--- config.mk ---
export PLATFORM = sky130hd
export DESIGN_NAME = key_debounce_array
export DESIGN_NICKNAME = d
export VERILOG_FILES = /design/src/rtl/key_debounce_array.sv
export SDC_FILE = /design/constraint.sdc
export NUM_CORES = 1
export LEC_CHECK = 0
export ABC_AREA = 1
export CAP_MARGIN = 10
export CORE_ASPECT_RATIO = 1.1
export CORE_MARGIN = 2
export CORE_UTILIZATION = 25
export DETAILED_ROUTE_END_ITERATION = 10
export GPL_ROUTABILITY_DRIVEN = 0
export PLACE_DENSITY = 0.38
export SYNTH_ARGS = -nofsm -noshare
export SYNTH_HDL_FRONTEND = slang
export SYNTH_SLANG_ARGS = --single-unit
--- constraint.sdc ---
create_clock -name clk -period 1.7 [get_ports clk]
set_clock_uncertainty 0.2 [all_clocks]
set_input_delay 0.34 -clock clk [delete_from_list [all_inputs] [get_ports clk]]
set_output_delay 0.34 -clock clk [all_outputs]
set_load 0.005 [all_outputs]
--- src/rtl/key_debounce_array.sv ---
// key_debounce_array
//   Multi-key push-button debouncer. A single shared prescaler produces a
//   one-cycle tick; every key channel has its own 2-FF synchroniser and a
//   tick-driven debounce FSM. Each channel reports a debounced level plus
//   one-cycle press / release / long-press / auto-repeat pulses.
//
// Ports (top):
//   clk          in   system clock, posedge
//   rstn         in   asynchronous active-low reset
//   key_in       in   [NUM_KEYS] raw asynchronous key pins
//   key_state    out  [NUM_KEYS] debounced level, 1 = pressed
//   key_press    out  [NUM_KEYS] 1-cycle pulse on accepted press
//   key_release  out  [NUM_KEYS] 1-cycle pulse on accepted release
//   key_long     out  [NUM_KEYS] 1-cycle pulse when hold reaches LONG_TICKS
//   key_repeat   out  [NUM_KEYS] 1-cycle pulse every REPEAT_TICKS while long
//
// Sub-module key_debounce_chan: one channel (synchroniser + FSM + counters).

module key_debounce_chan #(
  parameter int DEBOUNCE_TICKS = 20,
  parameter int LONG_TICKS     = 1000,
  parameter int REPEAT_TICKS   = 100,
  parameter int ACTIVE_LOW     = 1
) (
  input  logic i_clk,
  input  logic i_rst_n,
  input  logic i_tick,
  input  logic i_key,
  output logic o_state,
  output logic o_press,
  output logic o_release,
  output logic o_long,
  output logic o_repeat
);

  localparam int DW = $clog2(DEBOUNCE_TICKS + 1);
  localparam int HW = $clog2(LONG_TICKS + 1);
  localparam int RW = (REPEAT_TICKS > 0) ? $clog2(REPEAT_TICKS + 1) : 1;
  localparam logic REL_LVL = (ACTIVE_LOW != 0);
  localparam bit   REP_EN  = (REPEAT_TICKS > 0);

  localparam logic [DW-1:0] D_LAST = DW'(DEBOUNCE_TICKS - 1);
  localparam logic [HW-1:0] H_LAST = HW'(LONG_TICKS - 1);
  localparam logic [HW-1:0] H_MAX  = HW'(LONG_TICKS);
  localparam logic [RW-1:0] R_LAST = RW'((REPEAT_TICKS > 0) ? REPEAT_TICKS - 1 : 0);

  localparam logic [2:0] S_RELEASED = 3'd0;
  localparam logic [2:0] S_PWAIT    = 3'd1;
  localparam logic [2:0] S_PRESSED  = 3'd2;
  localparam logic [2:0] S_LONG     = 3'd3;
  localparam logic [2:0] S_RWAIT    = 3'd4;

  logic [1:0]    r_sync;
  logic [2:0]    r_st;
  logic [DW-1:0] r_dcnt;
  logic [HW-1:0] r_hcnt;
  logic [RW-1:0] r_rcnt;
  logic          r_from_long;   // where RELEASE_WAIT returns to on a bounce
  logic          w_lvl;

  // Synchroniser idles at the released pin level so reset looks like "not pressed".
  always_ff @(posedge i_clk or negedge i_rst_n) begin
    if (!i_rst_n) r_sync <= {2{REL_LVL}};
    else          r_sync <= {r_sync[0], i_key};
  end

  assign w_lvl = r_sync[1] ^ REL_LVL;

  // Level checks come first in every state: a level change on a tick cycle
  // clears/redirects and the tick is dropped.
  always_ff @(posedge i_clk or negedge i_rst_n) begin
    if (!i_rst_n) begin
      r_st        <= S_RELEASED;
      r_dcnt      <= '0;
      r_hcnt      <= '0;
      r_rcnt      <= '0;
      r_from_long <= 1'b0;
      o_state     <= 1'b0;
      o_press     <= 1'b0;
      o_release   <= 1'b0;
      o_long      <= 1'b0;
      o_repeat    <= 1'b0;
    end else begin
      o_press   <= 1'b0;
      o_release <= 1'b0;
      o_long    <= 1'b0;
      o_repeat  <= 1'b0;
      case (r_st)
        S_RELEASED: begin
          if (w_lvl) begin
            r_st   <= S_PWAIT;
            r_dcnt <= '0;
          end
        end
        S_PWAIT: begin
          if (!w_lvl) begin
            r_st <= S_RELEASED;
          end else if (i_tick) begin
            if (r_dcnt == D_LAST) begin
              r_st    <= S_PRESSED;
              o_state <= 1'b1;
              o_press <= 1'b1;
              r_hcnt  <= '0;
            end else begin
              r_dcnt <= r_dcnt + 1'b1;
            end
          end
        end
        S_PRESSED: begin
          if (!w_lvl) begin
            r_st        <= S_RWAIT;
            r_dcnt      <= '0;
            r_from_long <= 1'b0;
          end else if (i_tick && (r_hcnt != H_MAX)) begin
            r_hcnt <= r_hcnt + 1'b1;   // saturates at LONG_TICKS
            if (r_hcnt == H_LAST) begin
              r_st   <= S_LONG;
              o_long <= 1'b1;
              r_rcnt <= '0;
            end
          end
        end
        S_LONG: begin
          if (!w_lvl) begin
            r_st        <= S_RWAIT;
            r_dcnt      <= '0;
            r_from_long <= 1'b1;
          end else if (REP_EN && i_tick) begin
            if (r_rcnt == R_LAST) begin
              o_repeat <= 1'b1;
              r_rcnt   <= '0;
            end else begin
              r_rcnt <= r_rcnt + 1'b1;
            end
          end
        end
        S_RWAIT: begin
          // hcnt/rcnt are untouched here, so a rejected release resumes them.
          if (w_lvl) begin
            r_st <= r_from_long ? S_LONG : S_PRESSED;
          end else if (i_tick) begin
            if (r_dcnt == D_LAST) begin
              r_st      <= S_RELEASED;
              o_state   <= 1'b0;
              o_release <= 1'b1;
            end else begin
              r_dcnt <= r_dcnt + 1'b1;
            end
          end
        end
        default: r_st <= S_RELEASED;
      endcase
    end
  end

endmodule

module key_debounce_array #(
  parameter int NUM_KEYS       = 4,
  parameter int TICK_CYCLES    = 50000,
  parameter int DEBOUNCE_TICKS = 20,
  parameter int LONG_TICKS     = 1000,
  parameter int REPEAT_TICKS   = 100,
  parameter int ACTIVE_LOW     = 1
) (
  input  logic                clk,
  input  logic                rstn,
  input  logic [NUM_KEYS-1:0] key_in,
  output logic [NUM_KEYS-1:0] key_state,
  output logic [NUM_KEYS-1:0] key_press,
  output logic [NUM_KEYS-1:0] key_release,
  output logic [NUM_KEYS-1:0] key_long,
  output logic [NUM_KEYS-1:0] key_repeat
);

  localparam int PW = $clog2(TICK_CYCLES);
  localparam logic [PW-1:0] P_LAST = PW'(TICK_CYCLES - 1);

  logic [PW-1:0] r_pcnt;
  logic          r_tick;

  // Free-running prescaler; tick is high for the cycle in which it sits at 0.
  always_ff @(posedge clk or negedge rstn) begin
    if (!rstn) begin
      r_pcnt <= '0;
      r_tick <= 1'b0;
    end else begin
      r_tick <= (r_pcnt == P_LAST);
      if (r_pcnt == P_LAST) r_pcnt <= '0;
      else                  r_pcnt <= r_pcnt + 1'b1;
    end
  end

  for (genvar g = 0; g < NUM_KEYS; g++) begin : g_chan
    key_debounce_chan #(
      .DEBOUNCE_TICKS (DEBOUNCE_TICKS),
      .LONG_TICKS     (LONG_TICKS),
      .REPEAT_TICKS   (REPEAT_TICKS),
      .ACTIVE_LOW     (ACTIVE_LOW)
    ) u_chan (
      .i_clk     (clk),
      .i_rst_n   (rstn),
      .i_tick    (r_tick),
      .i_key     (key_in[g]),
      .o_state   (key_state[g]),
      .o_press   (key_press[g]),
      .o_release (key_release[g]),
      .o_long    (key_long[g]),
      .o_repeat  (key_repeat[g])
    );
  end

endmodule

==> out/qor.yml, run 1 <==
run_status:
  status: "finished with violations"
  violations: "setup timing"
yosys:
  synth_mux_area_share_pct: 0
  syn_area_mm2: 0.00857
  syn-num-nets: 1157
  synth_compound_area_share_pct: 7.94
  ys_seq_area_share_pct: 43.6
  synthCells: 1134
  synth_xor_area_share_pct: 5.01
  avgSynthCellArea_um2: 7.56
  synth_top_area_share_pct: 41.2
  yosys-top-cells-area: "dfrtp_1 41%, nand2_1 13%, nand3_1 5.7%"
  synth-warning-count: 0
  synth-seq-cells: 149
  synth_top_family_by_area: "simple AND/OR/NAND/NOR gates"
  ys_types: 42
  synthAdderAreaFrac_pct: 2.48
  synthSimpleGateAreaFrac_pct: 32.5
  netlist.top_cell.by_area: "dfrtp_1"
floorplanning:
  dieArea_mm2: 0.0358
  core.rowCount: 71
  die_height_um: 198
  ios: 26
  coreArea_mm2: 0.0340
  initial_core_util_pct: 25.2
  die_w_um: 181
finish:
  seq_area_mm2: 0.00375
  finalInstanceArea_mm2: 0.0133
  final_cells: 1857
  drive_gt1_share_pct: 44.8
  n_fill_cell: 3484
  multi_input_area_mm2: 0.00542
  area_growth_pct: 55.1
  nNetsFinal: 1430
  num_antenna_cells: 0
timing:
  hold_violations: 0
  slew_headroom_pct: 73.0
  setup_viol: 42
  period_share_pct: 107
  tns_ps: -2010
  min_period_ps: 1820
  whs_ps: 113
  max_clock_freq_mhz: 550
  slew_viol_final: 0
  tightest_slew_ps: 405
  rsz0062_at_grt: "true"
  setup_slack_ps: -117
clock_tree:
  clockBufferDepth: 2
  cts-root-buf: "clkbuf_16"
  path_clk_slew_ps: 70
  cts_tree: "yes"
  htreeDepth: 4
  cts_sinks: 149
  cts_buffers: 17
  clock_latency_ps: 440
routing:
  first_pass_iters: 6
  drc_errors: 0
  drt_iter0_drc: 359
  vias_per_cell: 4.44
  wire_per_inst_um: 12.5
  ant_nets: 0
  vias: 8244
  wl_mm: 23.3
critical_path:
  rr_endpoint: "g_chan[3].u_chan.r_rcnt[2]"
  critPathLaunch: "g_chan[3].u_chan.r_hcnt[1]"
  rr_startpoint: "g_chan[3].u_chan.r_hcnt[1]"
  crit_type: "reg2reg"
  endpoint: "g_chan[3].u_chan.r_rcnt[2]"
  r2r_slack_ps: -120
  slowest_delay_ps: 380
  critPathCaptureType: "register"
  crit_path_start_kind: "register"
  worstPathCellList: "buf_4, ha_4, nand2_4, inv_4, nand3_4, nand2_2, nand4_1, buf_6, nand2_1, o21ai_0"
  required_ps: 1820
  r2r.worst_path.cells: 10
  critPathMaxFanout: 7
  crit_slowest_cell: "dfrtp_1"
  worstPathArrival_ps: 1940
grt:
  grt_pass1_vias: 8125
  grt_pass1_wl_mm: 38.7
  grt_overflow: 0
  antenna_found_initial: 0
  grt_max_degree: 34
  grtUsageTotal_pct: 13.1
worst_hold_path:
  hold_path_class: "in2reg"
  hp-start: "key_in[0]"
placed_design:
  numPortBuffers: 25
  place_inst: 1771
  dp_slack_ps: -222
  hpwl_mm: 15.9
  placed_area_mm2: 0.0108
pwr:
  peakVddDrop_mv: 0.788
  p_leak_nw: 5.97
  power_density_mw_per_mm2: 1120
flow_run:
  maxCapViolations: 0
[what timing repair did]
item | in CTS | in global routing
pin swaps | 23 | 99
resized for setup | 125 | 345
gates cloned | 3 | 3
buffers inserted | 20 | 29
hold buffers | 1 | 0
endpoints found under the setup margin | 116 | 118
hold endpoints to repair | 143 | 0
[metrics by stage]
step                utilization (%)  total power (W)
finish                         39.1           0.0149
detailed placement             31.7          0.00853
global placement               31.7          0.00857
CTS                            35.0           0.0134
global route                   39.1           0.0158
floorplan                         -          0.00656
[kinds of logic (layout without fill, tap and decap cells)]
kind of cell,after synthesis,after routing
xor gates and xnor gates,49,49
adders and majority gates,17,17
AOI/OAI and AO/OA,120,120
and+or+nand+nor,636,639
buffers and inverters,163,445
DFF,149,149
[Yosys cell counts, drive strengths merged]
cell / n
dfstp: 8
nand2: 317
nor3: 43
buf: 35
o22ai: 1
xnor2: 5
o21bai: 1
nor4: 3
nand4: 26
o21ai: 83
xor2: 44
ha: 17
nand3b: 13
a31oi: 7
o2111ai: 1
clkinv: 1
dfrtp: 141
a21oi: 20
or2: 3
a31o: 1
nor2: 128
o211ai: 1
nand3: 99
o21a: 1
nor3b: 4
a22oi: 1
inv: 127
o31ai: 3
[worst max-delay path: cells and delay by family (launching register included)]
family	cells	cell delay, ps
buffers and inverters	3	420
adders and majority gates	1	140
DFF	1	380
and+or+nand+nor	5	480
AOI/OAI and AO/OA	1	70
[power breakdown]
| group | switching, W | internal, W | total [W] | leakage (nW) |
|---|---|---|---|---|
| combinational | 0.00345 | 0.00301 | 0.00646 | 3.69 |
| sequential | 0.000378 | 0.00392 | 0.00430 | 1.98 |
| clock | 0.00158 | 0.00252 | 0.00410 | 0.299 |
[sequential cells by signal, indices dropped and copies added (netlist names)]
signal                     cells
g_chan.u_chan.o_long           4
g_chan.u_chan.o_press          4
g_chan.u_chan.o_release        4
g_chan.u_chan.o_repeat         4
g_chan.u_chan.o_state          4
g_chan.u_chan.r_dcnt          20
g_chan.u_chan.r_from_long      4
g_chan.u_chan.r_hcnt          40
g_chan.u_chan.r_rcnt          28
g_chan.u_chan.r_st            12
g_chan.u_chan.r_sync           8
r_pcnt                        16
r_tick                         1
[worst min-delay path by stage]
stage / slack, ps / endpoint / cells past startpoint
after floorplan: -160 / g_chan[0].u_chan.o_long / 0
after global placement: 80 / g_chan[3].u_chan.r_rcnt[5] / 1
after detailed placement: 90 / g_chan[3].u_chan.r_rcnt[5] / 1
after CTS: 80 / g_chan[3].u_chan.r_sync[0] / 1
after global routing: 90 / g_chan[0].u_chan.r_sync[0] / 1
final: 110 / g_chan[0].u_chan.r_sync[0] / 1
[layout by cell type, fill, tap and decap left out, drive strengths merged, types with 8 or more instances in the layout]
master       count
dfrtp          141
xor2            44
inv            126
nand3          100
nand4           26
o21ai           83
nand3b          13
buf            260
ha              17
a21oi           20
dfstp            8
nor3            43
dlygate4sd2     19
nor2           128
clkbuf          22
nand2          319
[area by class of cell]
| class | instances | area share [%] |
|---|---|---|
| multi-input combinational | 825 | 40.8 |
| timing repair buffer | 286 | 18.3 |
| clock inverter | 10 | 1.17 |
| inverter | 128 | 3.94 |
| tap | 438 | 4.12 |
| clock buffer | 21 | 3.46 |
| sequential | 149 | 28.2 |
[per-layer routing]
layer  wire (um)  GRT usage [%]
met1       11000           16.7
met2       11400           22.3
met3         574           2.67
met4         292           4.15
met5           0              0
Note: power is estimated with default switching activity, not from simulation.
==> run 2: changes to the inputs <==
- PLACE_DENSITY: 0.38 -> default
- PLACE_DENSITY_LB_ADDON: default -> 0.08
==> run 2 against run 1 <==
- the run still ends with setup timing left
- sequential cell count unchanged
- register-to-register slack improved by 40 ps
- total power decreased by 0.98%
==> out/qor.yml, run 2 (synthesized netlist as in run 1, its figures left out) <==
run_status:
  status: "finished with violations"
  violations: "setup timing"
clock_tree:
  htreeDepth: 4
  path_clk_slew_ps: 70
  cts-root-buf: "clkbuf_16"
  clockBufferDepth: 2
  cts_buffers: 17
  cts_tree: "yes"
  clock_latency_ps: 440
  cts_sinks: 149
timing:
  whs_ps: 104
  slew_headroom_pct: 75.4
  setup_viol: 61
  slew_viol_final: 0
  tns_ps: -1820
  max_clock_freq_mhz: 563
  tightest_slew_ps: 366
  setup_slack_ps: -76.4
  hold_violations: 0
  min_period_ps: 1780
  rsz0062_at_grt: "true"
  period_share_pct: 104
finish:
  largest_reg_flops: 40
  num_antenna_cells: 0
  drive_gt1_share_pct: 43.6
  regMostFlops: "g_chan.u_chan.r_hcnt"
  final_cell_mix: "217 x buf_4, 197 x nand2_1, 132 x dfrtp_1"
  largest_registers: "g_chan.u_chan.r_hcnt x40, g_chan.u_chan.r_rcnt x28, g_chan.u_chan.r_dcnt x20"
  final_common_cell: "buf_4"
  final_cells: 1862
  nNetsFinal: 1434
  area_growth_pct: 55.2
grt:
  grt_max_degree: 30
  antenna_found_initial: 0
  grt_pass1_wl_mm: 38.5
  grt_overflow: 0
  grtUsageTotal_pct: 13.1
  grt_pass1_vias: 7862
critical_path:
  crit_type: "reg2reg"
  worstPathArrival_ps: 1900
  slowest_delay_ps: 490
  r2r.worst_path.cells: 8
  crit_slowest_cell: "dfrtp_1"
  worstPathCellList: "inv_1, nand2_2, inv_2, nand2_4, nand4_1, buf_6, nand2_2, o21ai_2"
  crit_path_start_kind: "register"
  critPathMaxFanout: 7
  cpMostUsedCell: "nand2_2"
  critPathCaptureType: "register"
  required_ps: 1820
pwr:
  p_comb_share_pct: 43.1
  clkPwrFrac_pct: 27.6
  peakVddDrop_mv: 0.712
  power_density_mw_per_mm2: 1110
  power_switching_w: 0.00544
  intPower_w: 0.00928
  switching_share_pct: 36.9
  p_leak_nw: 6.08
  sequentialPowerShare_pct: 29.3
  finalPower_w: 0.0147
routing:
  drt_iter0_drc: 358
  wire_per_inst_um: 12.5
  wl_mm: 23.3
  vias: 8115
  ant_nets: 0
  vias_per_cell: 4.36
  first_pass_iters: 5
  drc_errors: 0
floorplanning:
  coreArea_mm2: 0.0340
  ios: 26
  initial_core_util_pct: 25.2
  die_height_um: 198
  core.rowCount: 71
  dieArea_mm2: 0.0358
  die_w_um: 181
worst_hold_path:
  min_path_cells: 1
  hold_path_class: "in2reg"
placed_design:
  place_inst: 1774
  numPortBuffers: 25
  hpwl_mm: 16.3
flow_run:
  maxCapViolations: 0
==> run 2: final timing paths <==
path,slack [ps],startpoint,to
setup reg to reg,-80,g_chan[3].u_chan.r_st[0],g_chan[3].u_chan.r_rcnt[6]
max in group asynchronous,560,rstn,g_chan[0].u_chan.r_sync[1]
hold reg to reg,160,g_chan[2].u_chan.r_sync[0],g_chan[2].u_chan.r_sync[1]
hold / removal,100,key_in[3],g_chan[3].u_chan.r_sync[0]
setup / recovery,-80,g_chan[3].u_chan.r_st[0],g_chan[3].u_chan.r_rcnt[6]
min in group asynchronous,180,rstn,g_chan[2].u_chan.r_dcnt[3]
==> run 2: cell type report <==
type	count	area [um2]
Fill cell	3466	20700
Multi-Input combinational cell	824	5350
Sequential cell	149	3750
Timing Repair Buffer	290	2500
Tap cell	438	548
Inverter	128	513
Clock buffer	19	453
Clock inverter	13	175
Timing Repair inverter	1	11.3
==> run 2: what timing repair did <==
action | 4_1_cts | 5_1_grt
setup endpoints to repair | 117 | 121
gates resized for setup | 128 | 333
pin swaps | 32 | 96
setup buffers | 16 | 33
hold buffers | 1 | 0
hold endpoints to repair | 142 | 0
gates cloned | 1 | 6
==> run 2: critical path, delay by kind of cell (launching register included) <==
| kind | cells | cell delay (ps) |
|---|---|---|
| flip-flops | 1 | 490 |
| buffers and inverters | 3 | 430 |
| AND/OR/NAND/NOR | 4 | 510 |
| AO/OA/AOI/OAI | 1 | 50 |
==> run 2: routing by layer <==
layer	GRT usage [%]	vias up	part of all wire, %
li1	-	4224	-
met1	17.4	3804	48
met2	21.8	71	48
met3	2.23	16	1.8
met4	4.30	0	1.3
met5	0	-	0
==> run 2: power by group through the flow <==
stage | Sequential, W | Clock, W | Combinational, W
6_report | 0.00431 | 0.00407 | 0.00634
3_5_place_dp | 0.00428 | 0 | 0.00428
4_1_cts | 0.00424 | 0.00427 | 0.00475
5_1_grt | 0.00435 | 0.00438 | 0.00699
3_3_place_gp | 0.00429 | 0 | 0.00432
2_1_floorplan | 0.00422 | 0 | 0.00234
==> run 2: stage by stage <==
stage | worst slack (ps) | utilization (%) | area (um2)
after floorplan | -1.57 | - | 8600
after global placement | -114 | 31.9 | 10800
after CTS | -66.0 | 35.0 | 11900
final | -76.4 | 39.1 | 13300
after detailed placement | -143 | 31.9 | 10800
after global routing | -175 | 39.1 | 13300
==> run 3: changes to the inputs <==
- CTS_BUF_LIST: default -> sky130_fd_sc_hd__clkbuf_2 sky130_fd_sc_hd__clkbuf_4 sky130_fd_sc_hd__clkbuf_8
- SLEW_MARGIN: default -> 10
==> run 3 against run 2 <==
- count of clock-buffer cells in the layout did not move
- total power shrank 7.3%
- the flow still finishes with violations (setup timing)
- final cell count stayed put
- via count increased by 0.42%
- global-route usage is essentially flat
- final area down 1.4%
- highest routed layer unchanged
- critical path depth increased by 3
==> out/qor.yml, run 3 (synthesized netlist as in run 1, its figures left out) <==
grt:
  grt_overflow: 0
  grt_pass1_vias: 7870
  grtUsageTotal_pct: 13.1
  antenna_found_initial: 0
  grt_pass1_wl_mm: 38.4
  grt_max_degree: 30
clock_tree:
  clockBufferDepth: 2
  clock_latency_ps: 480
  cts-root-buf: "clkbuf_8"
  cts_sinks: 149
  cts_tree: "yes"
  path_clk_slew_ps: 90
  cts_buffers: 17
  htreeDepth: 4
timing:
  min_period_ps: 1770
  period_share_pct: 104
  rsz0062_at_grt: "true"
  slew_viol_final: 0
  setup_slack_ps: -74.4
  hold_violations: 0
  slew_headroom_pct: 76.2
  whs_ps: 64.6
  tightest_slew_ps: 357
  setup_viol: 48
  max_clock_freq_mhz: 564
routing:
  vias: 8149
  drc_errors: 0
  first_pass_iters: 5
  wl_mm: 23.3
  vias_per_cell: 4.38
  ant_nets: 0
  drt_iter0_drc: 330
  wire_per_inst_um: 12.5
floorplanning:
  die_height_um: 198
  die_w_um: 181
  core.rowCount: 71
  ios: 26
  dieArea_mm2: 0.0358
  initial_core_util_pct: 25.2
  coreArea_mm2: 0.0340
finish:
  regMostFlops: "g_chan.u_chan.r_hcnt"
  final_common_cell: "buf_4"
  nNetsFinal: 1434
  final_cell_mix: "219 x buf_4, 213 x nand2_1, 130 x dfrtp_1"
  largest_reg_flops: 40
  num_antenna_cells: 0
  area_growth_pct: 52.9
  n_fill_cell: 3499
  finalInstanceArea_mm2: 0.0131
  largest_registers: "g_chan.u_chan.r_hcnt x40, g_chan.u_chan.r_rcnt x28, g_chan.u_chan.r_dcnt x20"
  final_util_pct: 38.5
  drive_gt1_share_pct: 43.5
pwr:
  peakVddDrop_mv: 0.472
  power_density_mw_per_mm2: 1040
  p_leak_nw: 5.93
  finalPower_w: 0.0136
placed_design:
  hpwl_mm: 16.3
  numPortBuffers: 25
  dp_slack_ps: -143
  placed_area_mm2: 0.0108
critical_path:
  required_ps: 1860
  crit_type: "reg2reg"
  worstPathArrival_ps: 1940
  critPathMaxFanout: 7
  crit_path_start_kind: "register"
  critPathCaptureType: "register"
run_status:
  violations: "setup timing"
  status: "finished with violations"
worst_hold_path:
  hold_path_class: "in2reg"
flow_run:
  maxCapViolations: 0
[run 3: power breakdown]
part / internal, W / leakage [nW] / switching [W] / total [W]
registers: 0.00392 / 1.98 / 0.000399 / 0.00431
clock network: 0.00155 / 0.213 / 0.00154 / 0.00309
logic: 0.00291 / 3.73 / 0.00333 / 0.00624
[run 3: worst paths after layout]
path,endpoint,slack (ps),cells past startpoint,startpoint
worst max-delay path,g_chan[3].u_chan.r_rcnt[4],-70,11,g_chan[3].u_chan.r_hcnt[1]
min in group asynchronous,g_chan[2].u_chan.r_dcnt[3],130,2,rstn
max in group asynchronous,g_chan[0].u_chan.r_sync[1],610,3,rstn
worst max register to register,g_chan[3].u_chan.r_rcnt[4],-70,11,g_chan[3].u_chan.r_hcnt[1]
worst min register to register,g_chan[2].u_chan.r_sync[1],160,0,g_chan[2].u_chan.r_sync[0]
worst min-delay path,g_chan[0].u_chan.r_sync[0],60,1,key_in[0]
[run 3: layout make-up]
type	count	area [um2]	area share, %
clock buffer	19	262	1.99
clock inverter	13	175	1.34
inverter	128	512	3.90
multi-input combinational	824	5330	40.7
sequential	149	3750	28.6
tap	438	548	4.18
timing repair buffer	290	2520	19.2
timing repair inverter	1	11.3	0.0859
[run 3: routing by layer]
layer,global-route usage (%),wire length (um),up-vias
met5,0,0,-
met2,21.7,11300,64
met1,17.3,11200,3842
li1,-,-,4228
met4,4.12,308,0
met3,2.39,425,15
[run 3: per-stage QoR]
stage,TNS [ps],std cells
5_1_grt,-9590,1862
6_report,-1630,1862
3_5_place_dp,-4900,1774
2_1_floorplan,-1.57,1134
4_1_cts,-1170,1826
3_3_place_gp,-4950,1774
[run 3: critical path: stages, from the launching register on]
cell	delay, ps
dfrtp_1	400
inv_2	70
ha_4	160
nand3_2	50
nor2_2	40
nand2_1	70
nand2_2	80
nand2_4	80
nand4_1	180
buf_6	210
nand2_1	50
o21ai_0	70
[run 3: what timing repair did]
item | CTS | global route
hold buffers | 2 | 0
buffers inserted | 17 | 32
cloned | 2 | 5
gates resized for setup | 156 | 306
setup endpoints to repair | 117 | 129
hold endpoints to repair | 143 | 0
pin swaps | 43 | 105
